[config.mk]
export PLATFORM = sky130hd
export DESIGN_NAME = mul_share_ctrl_flat
export DESIGN_NICKNAME = d
export VERILOG_FILES = /design/src/rtl/mul_share_ctrl_pkg.sv /design/src/rtl/mul_share_ctrl_if.sv /design/src/rtl/mul_share_ctrl_rr_arbiter.sv /design/src/rtl/mul_share_ctrl.sv /design/src/flat_wrapper.sv
export SDC_FILE = /design/constraint.sdc
export NUM_CORES = 1
export LEC_CHECK = 0
export BUFFER_PORTS_ARGS = -buffer_cell sky130_fd_sc_hd__buf_2
export CORE_AREA = 2 2 180 182
export DETAILED_ROUTE_END_ITERATION = 10
export DIE_AREA = 0 0 182 184
export PLACE_DENSITY = 0.45
export SYNTH_ARGS = -nofsm -noshare
export SYNTH_HDL_FRONTEND = slang
export SYNTH_HIERARCHICAL = 1
export SYNTH_SLANG_ARGS = --single-unit
export TNS_END_PERCENT = 10
[constraint.sdc]
create_clock -name clk -period 3.9 [get_ports clk]
set_input_delay 0.78 -clock clk [delete_from_list [all_inputs] [get_ports clk]]
set_output_delay 0.78 -clock clk [all_outputs]
set_load 0.03 [all_outputs]
[src/rtl/mul_share_ctrl_pkg.sv]
// Shared definitions for the multiplier-sharing controller: FSM state
// encoding, the core's ready-bit index and the operand-width check.
package mul_pkg;

   // Controller phases: arbitrate, pulse start, wait for core, hold result
   typedef enum logic [1:0] {
      ST_IDLE  = 2'd0,
      ST_ISSUE = 2'd1,
      ST_WAIT  = 2'd2,
      ST_RESP  = 2'd3
   } state_t;

   // Default operand width and the bit of the core's iteration counter
   // that acts as its ready flag.
   localparam int NB_DEF    = 32;
   localparam int READY_BIT = $clog2(NB_DEF);

   // The core's ready flag only lines up with NB iterations when NB is a
   // power of two of at least 4.
   function automatic bit nb_is_valid(input int nb);
      return (nb >= 4) && ((nb & (nb - 1)) == 0);
   endfunction

   // Ready-bit index for an arbitrary operand width.
   function automatic int ready_bit(input int nb);
      return $clog2(nb);
   endfunction

endpackage

[src/rtl/mul_share_ctrl_if.sv]
// Bundle of requester-side and core-side signals around the controller.
//
// Handshake rules: a request transfers on a clock edge where req_valid[i]
// and req_ready[i] are both high; req_ready is combinational and at most
// one bit is high. A response transfers on an edge where resp_valid and
// resp_ready are both high; resp_valid, resp_id and resp_product are held
// stable until that edge and resp_valid never drops without a transfer
// (except on reset). mul_start is a single-cycle pulse; mul_a/mul_b are
// stable while the core iterates and mul_ready is sampled only after start.
interface mul_share_ctrl_if #(
   parameter int N   = 4,
   parameter int NB  = 32,
   parameter int IDW = $clog2(N)
);
   logic [N-1:0]    req_valid;
   logic [N-1:0]    req_ready;
   logic [N*NB-1:0] req_a;
   logic [N*NB-1:0] req_b;
   logic            resp_valid;
   logic [IDW-1:0]  resp_id;
   logic [2*NB-1:0] resp_product;
   logic            resp_ready;
   logic            mul_start;
   logic [NB-1:0]   mul_a;
   logic [NB-1:0]   mul_b;
   logic [2*NB-1:0] mul_product;
   logic            mul_ready;

   // Controller side
   modport slave (
      input  req_valid, req_a, req_b, resp_ready, mul_product, mul_ready,
      output req_ready, resp_valid, resp_id, resp_product, mul_start, mul_a, mul_b
   );

   // Environment side: requesters plus the multiplier core
   modport master (
      output req_valid, req_a, req_b, resp_ready, mul_product, mul_ready,
      input  req_ready, resp_valid, resp_id, resp_product, mul_start, mul_a, mul_b
   );
endinterface

[src/rtl/mul_share_ctrl_rr_arbiter.sv]
// Combinational round-robin arbiter: grants the first requester found
// searching upward from the pointer, wrapping at N.
module rr_arbiter #(
   parameter int N   = 4,
   parameter int IDW = $clog2(N)
) (
   input  logic [N-1:0]   i_req,
   input  logic [IDW-1:0] i_ptr,
   input  logic           i_en,
   output logic [N-1:0]   o_grant,
   output logic [IDW-1:0] o_id
);

   logic [IDW-1:0] w_idx;
   logic           w_found;

   // Scan from the pointer with wrap and take the first asserted request
   always_comb begin
      o_grant = '0;
      o_id    = '0;
      w_found = 1'b0;
      w_idx   = '0;
      for (int k = 0; k < N; k++) begin
         w_idx = IDW'((int'(i_ptr) + k) % N);
         if (i_en && !w_found && i_req[w_idx]) begin
            w_found        = 1'b1;
            o_grant[w_idx] = 1'b1;
            o_id           = w_idx;
         end
      end
   end

endmodule

[src/rtl/mul_share_ctrl.sv]
// Shares one sequential signed multiplier core among N requesters. One
// operation is in flight at a time; requesters are served round-robin.
module mul_share_ctrl
   import mul_pkg::*;
#(
   parameter int NB  = 32,
   parameter int N   = 4,
   parameter int IDW = $clog2(N)
) (
   input  logic            clk,
   input  logic            rst_n,
   mul_share_ctrl_if.slave bus,
   output state_t          o_dbg_state
);

   if (!nb_is_valid(NB)) begin : g_bad_nb
      $error("mul_share_ctrl: NB must be a power of two >= 4");
   end
   if (N < 2 || N > 8) begin : g_bad_n
      $error("mul_share_ctrl: N must be in 2..8");
   end

   state_t          r_state;
   state_t          w_state_nxt;
   logic [IDW-1:0]  r_rr_ptr;
   logic [IDW-1:0]  r_grant_id;
   logic [IDW-1:0]  w_grant_id;
   logic [IDW-1:0]  w_ptr_nxt;
   logic [N-1:0]    w_grant;
   logic            w_arb_en;
   logic            w_grant_any;
   logic [NB-1:0]   r_mul_a;
   logic [NB-1:0]   r_mul_b;
   logic [NB-1:0]   w_sel_a;
   logic [NB-1:0]   w_sel_b;
   logic            r_resp_valid;
   logic [IDW-1:0]  r_resp_id;
   logic [2*NB-1:0] r_resp_product;

   // Arbitration is only live in IDLE and is held off while reset is active
   assign w_arb_en = rst_n && (r_state == ST_IDLE);

   rr_arbiter #(
      .N   (N),
      .IDW (IDW)
   ) u_arb (
      .i_req   (bus.req_valid),
      .i_ptr   (r_rr_ptr),
      .i_en    (w_arb_en),
      .o_grant (w_grant),
      .o_id    (w_grant_id)
   );

   assign w_grant_any = |w_grant;

   // Pointer advances to the requester just after the one served
   assign w_ptr_nxt = (r_grant_id == IDW'(N - 1)) ? '0 : r_grant_id + 1'b1;

   // Select the granted requester's operand slices
   always_comb begin
      w_sel_a = '0;
      w_sel_b = '0;
      for (int i = 0; i < N; i++) begin
         if (w_grant[i]) begin
            w_sel_a = bus.req_a[i*NB +: NB];
            w_sel_b = bus.req_b[i*NB +: NB];
         end
      end
   end

   // Next-state logic
   always_comb begin
      w_state_nxt = r_state;
      case (r_state)
         ST_IDLE:  if (w_grant_any)    w_state_nxt = ST_ISSUE;
         ST_ISSUE:                     w_state_nxt = ST_WAIT;
         ST_WAIT:  if (bus.mul_ready)  w_state_nxt = ST_RESP;
         ST_RESP:  if (bus.resp_ready) w_state_nxt = ST_IDLE;
         default:                      w_state_nxt = ST_IDLE;
      endcase
   end

   // State register
   always_ff @(posedge clk or negedge rst_n) begin
      if (!rst_n) r_state <= ST_IDLE;
      else        r_state <= w_state_nxt;
   end

   // Operand latch on accept, product capture on core done, pointer update on response
   always_ff @(posedge clk or negedge rst_n) begin
      if (!rst_n) begin
         r_rr_ptr       <= '0;
         r_grant_id     <= '0;
         r_mul_a        <= '0;
         r_mul_b        <= '0;
         r_resp_valid   <= 1'b0;
         r_resp_id      <= '0;
         r_resp_product <= '0;
      end else begin
         if (r_state == ST_IDLE && w_grant_any) begin
            r_mul_a    <= w_sel_a;
            r_mul_b    <= w_sel_b;
            r_grant_id <= w_grant_id;
         end
         if (r_state == ST_WAIT && bus.mul_ready) begin
            r_resp_valid   <= 1'b1;
            r_resp_id      <= r_grant_id;
            r_resp_product <= bus.mul_product;
         end
         if (r_state == ST_RESP && bus.resp_ready) begin
            r_resp_valid <= 1'b0;
            r_rr_ptr     <= w_ptr_nxt;
         end
      end
   end

   assign bus.req_ready    = w_grant;
   assign bus.mul_start    = (r_state == ST_ISSUE);
   assign bus.mul_a        = r_mul_a;
   assign bus.mul_b        = r_mul_b;
   assign bus.resp_valid   = r_resp_valid;
   assign bus.resp_id      = r_resp_id;
   assign bus.resp_product = r_resp_product;
   assign o_dbg_state      = r_state;

endmodule

[src/flat_wrapper.sv]
// flat-port wrapper written by rule: the top's interface ports become plain ports
module mul_share_ctrl_flat import mul_pkg::*;
#(
   parameter int NB  = 32,
   parameter int N   = 4,
   parameter int IDW = $clog2(N)
)
  (clk, rst_n, o_dbg_state, bus_req_valid, bus_req_a, bus_req_b, bus_resp_ready, bus_mul_product, bus_mul_ready, bus_req_ready, bus_resp_valid, bus_resp_id, bus_resp_product, bus_mul_start, bus_mul_a, bus_mul_b);
  mul_share_ctrl_if #(.N(N), .NB(NB), .IDW(IDW)) bus_i ();
  input  logic clk;
  input  logic rst_n;
  output state_t o_dbg_state;
  input wire logic [$bits(bus_i.req_valid)-1:0] bus_req_valid;
  input wire logic [$bits(bus_i.req_a)-1:0] bus_req_a;
  input wire logic [$bits(bus_i.req_b)-1:0] bus_req_b;
  input wire logic [$bits(bus_i.resp_ready)-1:0] bus_resp_ready;
  input wire logic [$bits(bus_i.mul_product)-1:0] bus_mul_product;
  input wire logic [$bits(bus_i.mul_ready)-1:0] bus_mul_ready;
  output wire logic [$bits(bus_i.req_ready)-1:0] bus_req_ready;
  output wire logic [$bits(bus_i.resp_valid)-1:0] bus_resp_valid;
  output wire logic [$bits(bus_i.resp_id)-1:0] bus_resp_id;
  output wire logic [$bits(bus_i.resp_product)-1:0] bus_resp_product;
  output wire logic [$bits(bus_i.mul_start)-1:0] bus_mul_start;
  output wire logic [$bits(bus_i.mul_a)-1:0] bus_mul_a;
  output wire logic [$bits(bus_i.mul_b)-1:0] bus_mul_b;
  assign bus_i.req_valid = bus_req_valid;
  assign bus_i.req_a = bus_req_a;
  assign bus_i.req_b = bus_req_b;
  assign bus_i.resp_ready = bus_resp_ready;
  assign bus_i.mul_product = bus_mul_product;
  assign bus_i.mul_ready = bus_mul_ready;
  assign bus_req_ready = bus_i.req_ready;
  assign bus_resp_valid = bus_i.resp_valid;
  assign bus_resp_id = bus_i.resp_id;
  assign bus_resp_product = bus_i.resp_product;
  assign bus_mul_start = bus_i.mul_start;
  assign bus_mul_a = bus_i.mul_a;
  assign bus_mul_b = bus_i.mul_b;
  mul_share_ctrl #(.NB(NB), .N(N), .IDW(IDW)) u_core (.clk(clk), .rst_n(rst_n), .bus(bus_i), .o_dbg_state(o_dbg_state));
endmodule
==> impl_metrics.yaml <==
detailed_routing:
  first_pass_iters: 5
  route.detailed.drc: 0
  vias: 7038
  ant_nets: 0
  drt_iter0_markers: 478
  via_per_inst: 4.78
  drt_wl_total_mm: 29.1
  wire_per_inst_um: 19.7
power_and_ir_drop:
  power_leakage_nw: 5.05
  ir_worst_vdd_v: 0.000274
  power_density_mw_per_mm2: 761
  total_power_mw: 7.89
synthesis:
  synth.top_cell.area_share: 0.490
  synth-seq-cells: 137
  ys_seq_area_frac: 0.490
  yosys.area.top_type: "dfrtp_1"
  synth_nets: 956
  async_flop_share: 1.00
  synth_area_mm2: 0.00700
  syn_area_per_cell_um2: 11.4
  ys_types: 40
  synth.area.top_cells: "dfrtp_1, mux2_2, a221oi_1, o31ai_1, o22ai_1"
  syn_inst: 615
  synth_ff_type: "dfrtp_1"
  synth_edf_count: 0
  yosysWarnings: 6
setup_path:
  end_kind: "primary output"
  r2r_start: "u_core/r_rr_ptr[1]$_DFFE_PN0P_"
  worst-path-buf-inv: 2
  crit_type: "flop to primary output"
  critical_path.max_fanout: 10
  required_ns: 3.12
  crit_chain: "inv_1 -> ha_2 -> mux2_2 -> nor4_4 -> o21ai_2 -> o221ai_2 -> buf_2"
  ff2ff_path_depth: 11
  timing.critical_path.slowest_stage_cell: "ha_2"
  cp_top_family: "compound AO/OA/AOI/OAI gates"
  crit_arrival_ns: 2.95
  slowest_delay_ns: 0.48
  timing.rr.end: "u_core/bus.mul_b[29]$_DFFE_PN0P_"
  crit_path_start_kind: "flop"
  rrSetupSlack_ns: 0.36
  startpoint: "u_core/r_rr_ptr[1]$_DFFE_PN0P_"
timing:
  setup_tns_ns: 0
  finClkSkew_ns: 0.0132
  setup_violations: 0
  rsz0062_at_grt: "true"
  finalMaxSlewViolations: 0
  worst_pin_slew_ns: 0.878
  finalCritPeriodShare: 0.957
  hold_slack_ns: 0.414
  relSlewSlack: 0.412
  post-route-min-period_ns: 3.73
  setup_ws_ns: 0.168
  max_freq_mhz: 268
  hold_viol_final: 0
floorplan:
  start_util: 0.223
  row_count: 65
  boundaryPins: 466
  die_w_um: 182
  design.core.area_mm2: 0.0314
  die_y_um: 184
  die_area_mm2: 0.0335
cts:
  postCtsHoldBufs: 0
  cts_tree: "built"
  cts_buffers: 17
  cts-htree-levels: 4
  clk_latency_ns: 0.42
  cts.clk_slew.worst_paths_ns: 0.07
  cts_buffer_depth: 2
  cts.sinks: 137
  root_buffer: "clkbuf_16"
cells_and_area:
  drive_gt1_frac: 0.566
  diodes: 0
  fillers: 3321
  final_cells: 1473
  nets: 1399
  area_growth_pct: 48.1
placement:
  dp_slack_ns: 0.272
  place.gp.congestion: 0.808
  port_buffers: 465
  hpwl_mm: 22.0
  dp.cells: 1441
global_routing:
  grt_pass1_vias: 6891
  grt_max_degree: 138
  gr-total-overflow: 0
  antenna_found_initial: 0
  grtUsageTotal: 0.166
  grt_pass1_wl_mm: 41.9
job:
  maxCapViolations: 0
status:
  outcome: "completed"
hold_path:
  worstHoldPathType: "input port to asynchronous set/reset pin"
[kinds of logic (layout without fill, tap and decap cells)]
kind of cell,count (synthesis),in the layout,synth area share
compound gates,218,218,0.237
flops,137,137,0.490
mux,80,80,0.135
fa+ha+maj,13,13,0.0232
simple gates,96,96,0.0638
buf+inv,71,527,0.0509
[layer usage]
metal / wire, um / vias up / part of all wire / global-route usage
li1: - / 3306 / - / -
met1: 12400 / 3440 / 0.43 / 0.213
met2: 14600 / 271 / 0.50 / 0.282
met3: 1580 / 21 / 0.054 / 0.0323
met4: 427 / 0 / 0.015 / 0.0490
met5: 0 / - / 0 / 0
[cells in the mapped netlist, types with 4 or more instances]
master,count
inv_1,10
a221oi_1,65
nor2b_1,5
o21a_1,4
buf_2,36
buf_4,6
o31ai_1,64
o22ai_1,64
mux2_2,73
nand2_1,76
clkbuf_1,12
o211ai_1,5
mux4_2,4
dfrtp_1,137
ha_1,13
[placed cells by master, fill, tap and decap left out, types with 2 or more instances in the layout]
| cell | instances |
|---|---|
| a21oi_1 | 3 |
| a221oi_1 | 65 |
| buf_12 | 5 |
| buf_2 | 464 |
| buf_4 | 13 |
| bufinv_16 | 2 |
| clkbuf_16 | 17 |
| clkinvlp_4 | 3 |
| dfrtp_1 | 137 |
| ha_1 | 12 |
| inv_1 | 10 |
| inv_2 | 2 |
| inv_6 | 5 |
| inv_8 | 2 |
| mux2_2 | 73 |
| mux2i_1 | 2 |
| mux4_2 | 4 |
| nand2_1 | 75 |
| nand3b_1 | 2 |
| nor2_1 | 3 |
| nor2b_1 | 4 |
| nor3b_1 | 2 |
| nor4_4 | 2 |
| o211ai_1 | 5 |
| o21a_1 | 4 |
| o21ai_0 | 2 |
| o221ai_1 | 2 |
| o22ai_1 | 64 |
| o31ai_1 | 64 |
[state kept, by name, indices dropped and copies added (netlist names)]
register,count
u_core/r_rr_ptr,2
u_core/bus.mul_a,32
u_core/o_dbg_state,2
u_core/r_grant_id,2
u_core/bus.resp_product,64
u_core/bus.resp_id,2
u_core/bus.mul_b,32
u_core/bus.resp_valid,1
[timing repair]
action / in CTS / in global routing
endpoints found under the setup margin: 0 / 4
setup buffers: 0 / 0
gates resized for setup: 0 / 1
[worst max path at each step]
stage                                            end  slack, ns  depth (start not counted)
floorplan           u_core/bus.mul_a[22]$_DFFE_PN0P_       0.18                         12
detailed placement  u_core/bus.mul_b[29]$_DFFE_PN0P_       0.27                         11
global placement    u_core/bus.mul_b[29]$_DFFE_PN0P_       0.31                         11
finish                              bus_req_ready[2]       0.17                          7
CTS                                 bus_req_ready[2]       0.06                          7
global route                        bus_req_ready[2]      -0.04                          8
[cell type report]
cell class / instances / area, um^2 / share of cell area
clock buffer: 19 / 443 / 0.0427
clock inverter: 13 / 158 / 0.0152
inverter: 12 / 45.0 / 0.00435
multi-input combinational: 407 / 3260 / 0.314
sequential: 137 / 3430 / 0.331
tap: 402 / 503 / 0.0485
timing repair buffer: 483 / 2530 / 0.244
[power breakdown]
group	switching, mW	leakage [nW]	internal (mW)	total (mW)
logic	2.56	3.02	1.44	4.00
registers	0.266	1.74	1.95	2.21
clock network	0.697	0.285	0.980	1.68
total	3.52	5.05	4.36	7.89
[metrics by stage]
step,cell area (um^2),util
4_1_cts,10400,0.330
6_report,10400,0.330
2_1_floorplan,7000,-
3_5_place_dp,9760,0.311
5_1_grt,10400,0.330
3_3_place_gp,9760,0.311
[worst register-to-register path: stages, from the launching register on]
cell,delay (ns)
dfrtp_1,0.35
inv_1,0.12
ha_2,0.48
mux4_2,0.51
nor2b_1,0.15
o21ai_2,0.14
o221ai_1,0.16
buf_4,0.19
or2_2,0.33
buf_4,0.23
a221oi_1,0.61
o31ai_1,0.11
Power figures use the tool's default switching activity.
